### src/rtl/ula_pkg.sv
// Shared constants for the ULA sequencing stage.
//   DW / NREG / RW : data width, register count, register index width
//   OP_ADD..OP_NOT : 3-bit opcodes as carried on in_op
//   state_t        : sequencer FSM states
package ula_pkg;

    localparam int DW   = 4;
    localparam int NREG = 4;
    localparam int RW   = 2;

    localparam logic [2:0] OP_ADD = 3'd0;
    localparam logic [2:0] OP_SUB = 3'd1;
    localparam logic [2:0] OP_SHL = 3'd2;
    localparam logic [2:0] OP_SHR = 3'd3;
    localparam logic [2:0] OP_AND = 3'd4;
    localparam logic [2:0] OP_OR  = 3'd5;
    localparam logic [2:0] OP_XOR = 3'd6;
    localparam logic [2:0] OP_NOT = 3'd7;

    typedef enum logic [1:0] {
        ST_IDLE = 2'd0,
        ST_EXEC = 2'd1,
        ST_RESP = 2'd2
    } state_t;

endpackage

### src/rtl/ula_regfile.sv
// NREG x DW general register file.
//   clk, rst            : clock, synchronous active-high reset (clears all)
//   we, waddr, wdata    : single write port
//   raddr_a/rdata_a     : combinational operand A read port
//   raddr_b/rdata_b     : combinational operand B read port
//   dbg_sel/dbg_data    : combinational debug read port
module ula_regfile
    import ula_pkg::*;
(
    input  logic          clk,
    input  logic          rst,
    input  logic          we,
    input  logic [RW-1:0] waddr,
    input  logic [DW-1:0] wdata,
    input  logic [RW-1:0] raddr_a,
    output logic [DW-1:0] rdata_a,
    input  logic [RW-1:0] raddr_b,
    output logic [DW-1:0] rdata_b,
    input  logic [RW-1:0] dbg_sel,
    output logic [DW-1:0] dbg_data
);

    logic [DW-1:0] regs [NREG];

    always_ff @(posedge clk) begin
        if (rst) begin
            for (int unsigned i = 0; i < NREG; i++) begin
                regs[i] <= '0;
            end
        end else if (we) begin
            regs[waddr] <= wdata;
        end
    end

    assign rdata_a  = regs[raddr_a];
    assign rdata_b  = regs[raddr_b];
    assign dbg_data = regs[dbg_sel];

endmodule

### src/rtl/ula_exec_ctrl.sv
// Sequencing stage in front of the combinational 4-bit ULA.
// Accepts one instruction per in_valid/in_ready handshake, latches its
// operands from the register file (or immediate), drives the ULA for one
// EXEC cycle, writes the ULA result back and offers it on out_valid/out_ready.
//   clk, rst                        : clock, synchronous active-high reset
//   in_valid/in_ready, in_op,
//   in_dst, in_srca, in_srcb,
//   in_use_imm, in_imm              : instruction input
//   alu_a, alu_b, alu_x/y/z, alu_s  : ULA operand/select drive and result
//   out_valid/out_ready,
//   out_data, out_dst               : result response
//   out_zero, out_neg               : result flags (only with ULA_FLAGS_EN)
//   dbg_sel/dbg_data                : combinational register peek
// Build option: define ULA_FLAGS_EN to add out_zero/out_neg.
module ula_exec_ctrl
    import ula_pkg::*;
(
    input  logic          clk,
    input  logic          rst,
    input  logic          in_valid,
    output logic          in_ready,
    input  logic [2:0]    in_op,
    input  logic [RW-1:0] in_dst,
    input  logic [RW-1:0] in_srca,
    input  logic [RW-1:0] in_srcb,
    input  logic          in_use_imm,
    input  logic [DW-1:0] in_imm,
    output logic [DW-1:0] alu_a,
    output logic [DW-1:0] alu_b,
    output logic [2:0]    alu_x,
    output logic [2:0]    alu_y,
    output logic [2:0]    alu_z,
    input  logic [DW-1:0] alu_s,
    output logic          out_valid,
    input  logic          out_ready,
    output logic [DW-1:0] out_data,
    output logic [RW-1:0] out_dst,
`ifdef ULA_FLAGS_EN
    output logic          out_zero,
    output logic          out_neg,
`endif
    input  logic [RW-1:0] dbg_sel,
    output logic [DW-1:0] dbg_data
);

    state_t        state, state_nxt;
    logic          accept;
    logic          writeback;
    logic [2:0]    op_q;
    logic [RW-1:0] dst_q;
    logic [DW-1:0] opa_q;
    logic [DW-1:0] opb_q;
    logic [DW-1:0] rd_a;
    logic [DW-1:0] rd_b;

    ula_regfile u_regfile (
        .clk      (clk),
        .rst      (rst),
        .we       (writeback),
        .waddr    (dst_q),
        .wdata    (alu_s),
        .raddr_a  (in_srca),
        .rdata_a  (rd_a),
        .raddr_b  (in_srcb),
        .rdata_b  (rd_b),
        .dbg_sel  (dbg_sel),
        .dbg_data (dbg_data)
    );

    always_ff @(posedge clk) begin
        if (rst) begin
            state <= ST_IDLE;
        end else begin
            state <= state_nxt;
        end
    end

    always_comb begin
        state_nxt = state;
        in_ready  = 1'b0;
        out_valid = 1'b0;
        accept    = 1'b0;
        writeback = 1'b0;
        case (state)
            ST_IDLE: begin
                in_ready = 1'b1;
                if (in_valid) begin
                    accept    = 1'b1;
                    state_nxt = ST_EXEC;
                end
            end
            ST_EXEC: begin
                writeback = 1'b1;
                state_nxt = ST_RESP;
            end
            ST_RESP: begin
                out_valid = 1'b1;
                if (out_ready) begin
                    state_nxt = ST_IDLE;
                end
            end
            default: state_nxt = ST_IDLE;
        endcase
    end

    // Operand/select registers are only loaded on accept, so they double as
    // the ULA drive during EXEC and simply hold their values afterwards.
    always_ff @(posedge clk) begin
        if (rst) begin
            op_q     <= '0;
            dst_q    <= '0;
            opa_q    <= '0;
            opb_q    <= '0;
            out_data <= '0;
            out_dst  <= '0;
`ifdef ULA_FLAGS_EN
            out_zero <= 1'b0;
            out_neg  <= 1'b0;
`endif
        end else begin
            if (accept) begin
                op_q  <= in_op;
                dst_q <= in_dst;
                opa_q <= rd_a;
                opb_q <= in_use_imm ? in_imm : rd_b;
            end
            if (writeback) begin
                out_data <= alu_s;
                out_dst  <= dst_q;
`ifdef ULA_FLAGS_EN
                out_zero <= (alu_s == '0);
                out_neg  <= alu_s[DW-1];
`endif
            end
        end
    end

    assign alu_a = opa_q;
    assign alu_b = opb_q;
    assign alu_x = {2'b00, op_q[0]};
    assign alu_y = {2'b00, op_q[1]};
    assign alu_z = {2'b00, op_q[2]};

endmodule

### config.mk
export PLATFORM = sky130hd
export DESIGN_NAME = ula_exec_ctrl
export DESIGN_NICKNAME = d
export VERILOG_FILES = /design/src/rtl/ula_pkg.sv /design/src/rtl/ula_regfile.sv /design/src/rtl/ula_exec_ctrl.sv
export SDC_FILE = /design/constraint.sdc
export NUM_CORES = 1
export LEC_CHECK = 0
export BUFFER_PORTS_ARGS = -buffer_cell sky130_fd_sc_hd__buf_2
export CAP_MARGIN = 20
export CELL_PAD_IN_SITES_DETAIL_PLACEMENT = 0
export CELL_PAD_IN_SITES_GLOBAL_PLACEMENT = 1
export CORE_ASPECT_RATIO = 0.7
export CORE_UTILIZATION = 40
export CTS_BUF_LIST = sky130_fd_sc_hd__clkbuf_16
export CTS_CLUSTER_DIAMETER = 30
export DETAILED_ROUTE_END_ITERATION = 7
export PLACE_DENSITY = 0.87
export SKIP_LAST_GASP = 1
export SYNTH_ARGS = -nofsm -noshare
export SYNTH_HDL_FRONTEND = slang
export SYNTH_HIERARCHICAL = 1
export SYNTH_SLANG_ARGS = --single-unit
### constraint.sdc
create_clock -name clk -period 2 [get_ports clk]
set_input_delay 0.4 -clock clk [delete_from_list [all_inputs] [get_ports clk]]
set_output_delay 0.4 -clock clk [all_outputs]
set_load 0.02 [all_outputs]
==> run summary, run 1 <==
The utilization after layout came out at 0.513. The height of the chip is 59.1 microns. The number of library cell types mapped by synthesis came out at 25.

Adding up every negative setup slack in the final design gives 0 ps. The fmax came out at 552 MHz. The final-report hold violation count came to 0. The fraction of layout cells with a size suffix above 1 is 0.356. The run finished with clean final reports.

The tool flagged a number of max-cap violations equal to 0. The vias per cell is 5.04. The critical path goes through mux4_1 -> buf_2. The maximum vdd ir drop is 0.452 mV. Detailed routing inserted a total of 1,256 vias. The min-delay analysis places its worst path in the category in -> reg.

The type of the worst setup path is reg -> out. The number of standard cells after synthesis is 144. Data arrives at the worst endpoint at 1410 ps. The slowest cell on the critical path is mux4_1.

The maximum fanout count along the critical path is 3. The detailed-router iteration count before antenna repair is 4. The post-cts hold buffer count came out at 0. The count of state elements after synthesis is 37. The later pin in the worst-skew pair is clocked with a latency of 280 ps.

The clock sink total is 37. The I/O pin count came out at 53. The H-tree was split into 2 levels. Once detail routing completed, the nets flagged for antenna violations numbered 0. The routability congestion estimate from global placement came out at 0.823.

STA classifies the critical path endpoint as a primary output. The routed design has 3800 microns of wire. The count of port buffers added during placement is 46. The final layout contains 217 nets. The peak per-stage delay on the critical path is 530 ps. The final setup violation count is 0. For this run the aggregate overflow at the end of global routing stands at 0. For this run, the total global-route usage over all layers was measured as 0.167.

The growth of design area from synthesis to finish is 21.0%. TritonCTS built the clock tree. The count of pins over their slew limit is 0. The number of clock buffers inserted by TritonCTS came out at 5.

In this run the horizontal extent of the chip is 83.6 microns. For this configuration, the core starts out at a cell density of 0.424. The first global-routing pass estimated 6110 microns of wire. The register clock-pin slew on the reported worst setup and hold paths is 50 ps. The number of gates resized after CTS is 0. Setup repair after global routing left no endpoint under its margin. The tree is rooted in a clkbuf_16. The via count of the first global-routing pass is 1,219.

The antenna diode count is 0. The number of antenna violations at the first check in global routing came out at 0. For this run, the register share of the synthesized area comes to 0.483. The synthesized area per cell came out at 13.0 sq um. The total half-perimeter wirelength after legalization and detailed placement is 2810 microns. The worst setup path is launched from a flip-flop. The die covers 4950 sq um. The worst-case clock buffer depth is 2. The fill cell total of the finished layout came out at 406.

The endpoint required time on the critical path is 1600 ps. The floorplan has 20 rows. The number of warnings printed during yosys synthesis came out at 6. The power after layout is 1.87 mW. The mapped netlist covers 1870 sq um.

Power spread over the standard cell area amounts to 826 nW/um^2. Buffers added to address setup during post-CTS repair amount to 0. The DRC violation count after routing is 0. The final cycle utilization of the critical path is 0.906. Dividing the detail-routed wire length by the instance count gives 15.3 microns.

After the first detailed-routing iteration, the DRC count stood at 40. The minimum clock period came out at 1810 ps. In this run the standard cell core region covers 4400 sq um. The worst-case clock skew is 4.29 ps. The largest net degree at the start of global routing is 19. The leakage component of the power came out at 1.01 nW.
logic make-up (layout without fill, tap and decap cells):
family | Yosys count | after routing | synth area share
DFF | 37 | 37 | 0.483
buffers and inverters | 14 | 59 | 0.0537
other | 1 | 6 | 0.00201
AOI/OAI and AO/OA | 15 | 15 | 0.0630
muxes | 25 | 25 | 0.239
and+or+nand+nor | 52 | 52 | 0.160
sequential cells by signal (all words and copies together) (netlist names):
signal,cells
u_regfile/regs,16
alu_b,4
out_data,4
op_q,3
out_dst,2
state,2
dst_q,2
alu_a,4
where the power goes:
part	internal [mW]	total [mW]	switching [mW]	leakage, nW
Clock	0.449	0.719	0.270	0.0762
Sequential	0.834	0.870	0.0357	0.338
Combinational	0.123	0.277	0.154	0.594
Total	1.41	1.87	0.460	1.01
cell usage after synthesis:
| cell | n | area share |
|---|---|---|
| dfxtp_1 | 21 | 0.23 |
| and2_1 | 16 | 0.054 |
| edfxtp_1 | 16 | 0.26 |
| mux2i_1 | 13 | 0.070 |
| mux4_1 | 12 | 0.17 |
| nand2_1 | 12 | 0.024 |
| nor2_1 | 10 | 0.020 |
| a21oi_1 | 7 | 0.019 |
| buf_4 | 6 | 0.024 |
| a211oi_2 | 4 | 0.027 |
| nor2_2 | 4 | 0.013 |
| nand2b_1 | 3 | 0.010 |
| nor2b_1 | 3 | 0.010 |
| a31o_2 | 2 | 0.0094 |
| and4bb_2 | 2 | 0.013 |
| clkbuf_1 | 2 | 0.0040 |
| inv_1 | 2 | 0.0040 |
| o21bai_1 | 2 | 0.0080 |
| buf_1 | 1 | 0.0020 |
| buf_12 | 1 | 0.011 |
| buf_2 | 1 | 0.0027 |
| buf_6 | 1 | 0.0060 |
| conb_1 | 1 | 0.0020 |
| nor3b_2 | 1 | 0.0067 |
| nor4b_2 | 1 | 0.0080 |
per-stage QoR:
step	hold WS (ps)	cells	instance area (sq um)	worst slack (ps)
after detailed placement	446	241	2120	300
after CTS	353	249	2260	181
after global placement	444	241	2120	362
final	356	249	2260	188
after floorplan	472	149	1880	516
after global routing	357	249	2260	160
critical path, delay by kind of cell (launching register included):
kind	cells	cell delay (ps)
buffers and inverters	1	170
flip-flops	1	440
multiplexers	1	530
layer usage:
layer	routed length, microns	GRT usage
met5	0	0
met4	29	0.0363
met3	266	0.0613
met2	1560	0.244
met1	1950	0.239
final timing paths:
check	end	cells after the start	startpoint	slack (ps)
worst max-delay path	dbg_data[1]	2	u_regfile/regs[1][1]	190
worst min-delay path	op_q[0]	3	in_op[0]	360
worst max register to register	u_regfile/regs[2][0]	4	state[1]	360
worst min register to register	out_data[3]	2	out_data[3]	450
cell usage in the layout (no fill, tap or decap), types with 2 or more instances in the layout:
cell	n
a211oi_2	4
a21oi_1	7
a31o_2	2
and2_1	16
and4bb_2	2
buf_2	46
buf_4	3
clkbuf_16	5
conb_1	6
dfxtp_1	21
edfxtp_1	16
inv_1	4
mux2i_1	13
mux4_1	12
nand2_1	12
nand2b_1	3
nor2_1	10
nor2_2	4
nor2b_1	3
o21bai_1	2
final cells by class:
cell class              count  area, sq um  area share
flip-flops and latches     37          901       0.399
multi-input cells          98          890       0.394
repair buffers             49          253       0.112
clock buffers               5          125      0.0554
well taps                  55         68.8      0.0305
clock inverters             3         12.5     0.00554
inverters                   2         7.51     0.00333
Power figures use the tool's default switching activity.
==> run 2, diff against run 1 <==
Settings changed: CORE_ASPECT_RATIO 0.7 to unset, CORE_UTILIZATION 40 to 44, PLACE_DENSITY 0.87 to 0.94.
Clock period 2 ns to 2.1 ns, I/O delays scaled along.
==> run 2 against run 1 <==
Net effect: cell count decreased by 2.4%; sequential power decreased by 5.1%; clock skew grew 1.2 ps; combinational power fell by 6%; core utilization rose by 5.1 points; final area increased by 0.67%.
==> run summary, run 2 (synthesis results as in run 1) <==
The flow ran to the end, and the final reports show no timing, DRC or antenna violations. The register with the most flip-flops in the layout has 16 of them. The via count of the first global-routing pass came out at 1,070. After detailed routing, the number of remaining DRC violations is 0. The number of nets with antenna violations after detailed routing came out at 0.

The worst setup path is captured at a primary output. The initial DRC count came out at 56. The growth of design area from synthesis to finish came out at 21.8%. Adding up every negative setup slack in the final design gives 0 ps. Power spread over the standard cell area amounts to 841 nW/um^2. STA classifies the critical path startpoint as a flip-flop. The leakage component of the power is 1.01 nW. TritonCTS built the clock tree. Of the available clock period, the critical path in the final layout requires 0.859.

The floorplan has 23 rows. The minimum clock period is 1800 ps. The count of pins over their slew limit came out at 0. The number of clock buffers inserted by TritonCTS came out at 5. The worst-case clock buffer depth came out at 2.

The total overflow left after global routing is 0. After floorplanning, the core was sized to cover 4030 sq um. The final-stage net count came out at 216. In this run, post-CTS repair resized a total of 0 instances. From bottom edge to top edge, the die measures 67.1 microns.

Setup repair after global routing left no endpoint under its margin. The total length of routed wires came out at 3500 microns. The H-tree depth came out at 2.

The effective utilization at floorplan is 0.463. The cell area after placement is 2110 sq um. The path class of the tightest hold or removal check is in -> reg.

The register name with the most flops is u_regfile/regs. The endpoint required time on the critical path is 1680 ps. The fraction of layout cells with a size suffix above 1 is 0.358. Across all layers, the routed design uses 1,251 vias. The worst-case clock skew came out at 5.47 ps. The final-report hold violation count is 0. The cell count after placement came out at 235.

Final hold analysis gives a worst-case slack of 374 ps. The clock sink total came out at 37. The number of antenna violations at the first check in global routing came out at 0. Across every metal layer, demand over resource in global routing totals 0.166. The post-layout worst setup margin came out at 295 ps. The post-cts hold buffer count is 0. The total half-perimeter wirelength after legalization and detailed placement came out at 2590 microns. The I/O pin count is 53.

The register clock-pin slew on the reported worst setup and hold paths came out at 60 ps. Entering global routing, the biggest net connects 24 pins. The most common cell after layout, fill and taps aside is buf_2. The fill cell total of the finished layout came out at 330. The design area came out at 2270 sq um. The total of max-cap violations came out at 0. The vias per cell came out at 5.15. The global-route wire length before repair is 5200 microns. The die area came out at 4500 sq um. By startpoint and endpoint, the worst setup path is classified as reg -> out.

The maximum vdd ir drop came out at 0.452 mV. Setup violations remaining at the end of the flow were counted as 0. The worst-skew pair later-pin latency is 280 ps. Data arrives at the worst endpoint at 1380 ps. The overall die width came out at 67.1 microns.

The routability congestion estimate from global placement is 0.841. For this run, the detailed router's first-pass iteration total came to 4. The tree is rooted in a clkbuf_16. The fmax came out at 554 MHz.

The number of buffers inserted by post-CTS setup repair is 0. The non-filler instance count after layout is 243. In the layout the commonest cells are buf_2, dfxtp_1, and2_1, edfxtp_1, mux2i_1. In this run the worst path has a maximum fanout of 3. Dividing the detail-routed wire length by the instance count gives 14.4 microns. The count of port buffers added during placement is 46. The post-placement worst setup slack is 382 ps. The antenna diode count came out at 0.
[run 2: cell count changes in the layout (fill, tap and decap cells not counted)]
cell        change
bufinv_16       +1
clkinvlp_4      +1
clkinv_2        -1
inv_1           -2
clkinv_1        +1
buf_4           -1
[run 2: path summary, 6_finish.rpt]
path	start	endpoint	slack [ps]	cells after the start
setup reg to reg	state[0]	u_regfile/regs[2][2]	360	4
setup / recovery	u_regfile/regs[3][0]	dbg_data[0]	300	2
hold reg to reg	out_dst[0]	out_dst[0]	460	2
hold / removal	in_op[2]	op_q[2]	370	3
[run 2: final cells by class]
type | instances | area (sq um) | share of cell area
Clock inverter | 3 | 41.3 | 0.0182
Sequential cell | 37 | 901 | 0.396
Tap cell | 50 | 62.6 | 0.0275
Clock buffer | 5 | 125 | 0.0551
Timing Repair Buffer | 48 | 245 | 0.108
Inverter | 2 | 7.51 | 0.00330
Multi-Input combinational cell | 98 | 890 | 0.392
[run 2: critical path: stages (launching register included)]
cell	delay, ps
edfxtp_1	430
mux4_1	500
buf_2	180
[run 2: power breakdown]
part	leakage (nW)	switching (mW)	total, mW	internal (mW)
Combinational	0.590	0.146	0.261	0.115
Clock	0.0775	0.268	0.823	0.555
Sequential	0.338	0.0317	0.826	0.794
[run 2: stage by stage]
step | utilization | power [mW]
final | 0.564 | 1.91
after global routing | 0.564 | 1.98
after CTS | 0.564 | 1.93
after detailed placement | 0.523 | 1.10
after global placement | 0.523 | 1.10
after floorplan | - | 1.03
[run 2: routing by layer]
| layer | share of wire | wire [microns] | vias up | GRT usage |
|---|---|---|---|---|
| met5 | 0 | 0 | - | 0 |
| met2 | 0.48 | 1700 | 45 | 0.281 |
| li1 | - | - | 615 | - |
| met1 | 0.44 | 1550 | 587 | 0.195 |
| met3 | 0.063 | 220 | 4 | 0.0565 |
| met4 | 0.010 | 36 | 0 | 0.0559 |
==> run 3, diff against run 2 <==
Settings changed: MAX_ROUTING_LAYER set to met4, RECOVER_POWER set to 50.
==> run 3 against run 2 <==
Net effect: count of clock-buffer cells in the layout is the same; sequential power about the same; critical path depth unchanged; routed wire length rose by 1.1%; combinational power down 5%; via count grew 1.2%; flip-flop and latch count unchanged; clock power about the same; global-route usage up 0.57 points; critical endpoint unchanged; largest cell class unchanged.
==> run summary, run 3 (synthesis results as in run 1) <==
Detailed placement ended at an HPWL of 2590 microns. Dividing the detail-routed wire length by the instance count gives 14.6 microns. The utilization after layout came out at 0.553. For the worst setup path, the data required time is 1680 ps. The worst hold-check slack is 376 ps. The I/O pin count is 53. The number of gates resized after CTS is 0. The floorplan has 23 rows. Measured in cells, the most critical reg-to-reg path has a length of 4. The worst hold path begins at in_op[2]. The fraction of layout cells with a size suffix above 1 came out at 0.238.

The worst-case clock skew is 5.92 ps. Before CTS, the worst setup slack after placement is 382 ps. The vias per cell came out at 5.21.

Post-CTS timing repair inserted 0 buffers for setup. In the final layout, flip-flops and latches occupy 901 sq um. The reg-to-reg endpoint is u_regfile/regs[2][2]. The H-tree depth came out at 2.

The hold-critical path depth came out at 3. The worst-case clock buffer depth is 2. The largest net degree at the start of global routing is 24.

The core area came out at 4030 sq um. The switching power came out at 0.444 mW. The number of clock buffers inserted by TritonCTS is 5. The flow ran to the end, and the final reports show no timing, DRC or antenna violations. The via count of the routed design came out at 1,266.

Walking the worst path, the cells encountered are mux4_1 -> buf_2. The finished layout holds 243 standard cells, fillers aside. The minimum clock period came out at 1810 ps. In this run the worst path has a maximum fanout of 3. Clock tree synthesis selected as its root buffer the cell clkbuf_16. The worst setup path is launched from a flip-flop. In this run, the number of DRC markers left after iteration 0 of detailed routing was 54.

The clock share of power came out at 0.434. In this run, placement finished with an instance count of 235. The height of the chip came out at 67.1 microns. Among all stages on the critical path, the largest delay is contributed by mux4_1.

The path class of the tightest hold or removal check is in -> reg. Setup repair after global routing left no endpoint under its margin. Setup violations remaining at the end of the flow were counted as 0. The combinational power share is 0.131.

The most common cell after layout, fill and taps aside is buf_2. Of the total power, the share spent switching nets is 0.234. The library cells used most frequently in the layout, excluding fill and tap cells, are buf_2, dfxtp_1, clkbuf_1.

The global route total overflow came out at 0. The arrival time of data at the critical path endpoint is 1390 ps. The number of antenna violations at the first check in global routing came to 0. The total length of routed wires came out at 3540 microns.

The worst hold endpoint is op_q[2]. The count of port buffers added during placement is 46. Summing all multi-input logic gate instances after layout gives 875 sq um. Dividing total power by cell area gives a power density of 852 nW/um^2. The antenna diode count came out at 0. The final cycle utilization of the critical path is 0.860. Adding up every negative setup slack in the final design gives 0 ps. The initial utilization of the core area, before any placement, comes to 0.463. The routability congestion estimate from global placement came out at 0.855. TritonCTS built the clock tree.

The fill cell total of the finished layout came out at 346. For this run, the post-layout net count is 216. The fmax is 554 MHz. Clock tree synthesis found a total of 37 sinks. The register-to-register setup slack is 350 ps. The post-layout worst setup margin is 294 ps. The post-cts hold buffer count came out at 0. The critical path in this run is classified as reg -> out.

The register clock-pin slew on the reported worst setup and hold paths is 60 ps. The register share of total power came out at 0.435. The final-report hold violation count is 0. The overall die width came out at 67.1 microns. The actual slew at the worst max-slew pin came out at 1040 ps. The first detailed-routing pass took 5 iterations. In the routed design, unresolved DRC markers number 0. The relative slew slack is 0.308.

The design area came out at 2230 sq um. The growth of design area from synthesis to finish came out at 19.4%. The die area came out at 4500 sq um. The tool flagged a number of max-cap violations equal to 0. The maximum vdd ir drop came out at 0.450 mV. The count of pins over their slew limit is 0.

The register name with the most flops is u_regfile/regs. The number of nets with antenna violations after detailed routing came out at 0. The cell-internal power came out at 1.45 mW.

After detailed placement, the total cell area comes to 2110 sq um. The via count of the first global-routing pass is 1,069. The start of the worst register-to-register path is state[0].

The flip-flop count of the largest register, all copies and words added came out at 16. The global router's overall resource usage came out at 0.172. The global-route wire length before repair is 5200 microns. The worst-skew pair later-pin latency came out at 280 ps. The sort of element at the end of the critical path is a primary output. On the worst path, the slowest cell contributes a delay of 520 ps. The power after layout came out at 1.90 mW. In this run the static leakage power is 0.925 nW.
==> run 3: worst max-delay path, delay by kind of cell (launching register included) <==
kind / cells / cell delay [ps]
buffers and inverters: 1 / 180
muxes: 1 / 520
DFF: 1 / 410
==> run 3: layout make-up <==
cell class | instances | share of cell area
Multi-Input combinational cell | 98 | 0.393
Sequential cell | 37 | 0.404
Inverter | 2 | 0.00337
Timing Repair Buffer | 48 | 0.0966
Clock inverter | 3 | 0.0185
Tap cell | 50 | 0.0281
Clock buffer | 5 | 0.0562
==> run 3: layer usage <==
| metal | vias up | GRT usage | part of all wire | wire length (microns) |
|---|---|---|---|---|
| met4 | 0 | 0.0559 | 0.0090 | 32 |
| met5 | - | - | 0 | 0 |
| met3 | 2 | 0.0565 | 0.064 | 226 |
| li1 | 616 | - | - | - |
| met2 | 49 | 0.279 | 0.48 | 1710 |
| met1 | 599 | 0.200 | 0.44 | 1570 |
==> run 3: power by group through the flow <==
stage	Combinational (mW)	Clock [mW]	Sequential, mW
floorplan	0.170	0	0.855
global placement	0.258	0	0.839
detailed placement	0.261	0	0.841
CTS	0.263	0.838	0.826
global route	0.272	0.867	0.831
finish	0.248	0.824	0.827
==> run 3: worst max-delay path by stage <==
| stage | from | cells after the start | endpoint |
|---|---|---|---|
| floorplan | state[1] | 5 | u_regfile/regs[2][0] |
| global placement | dbg_sel[0] | 3 | dbg_data[3] |
| detailed placement | dbg_sel[0] | 3 | dbg_data[0] |
| CTS | u_regfile/regs[3][0] | 2 | dbg_data[0] |
| global route | state[0] | 4 | u_regfile/regs[2][0] |
| finish | u_regfile/regs[1][0] | 2 | dbg_data[0] |
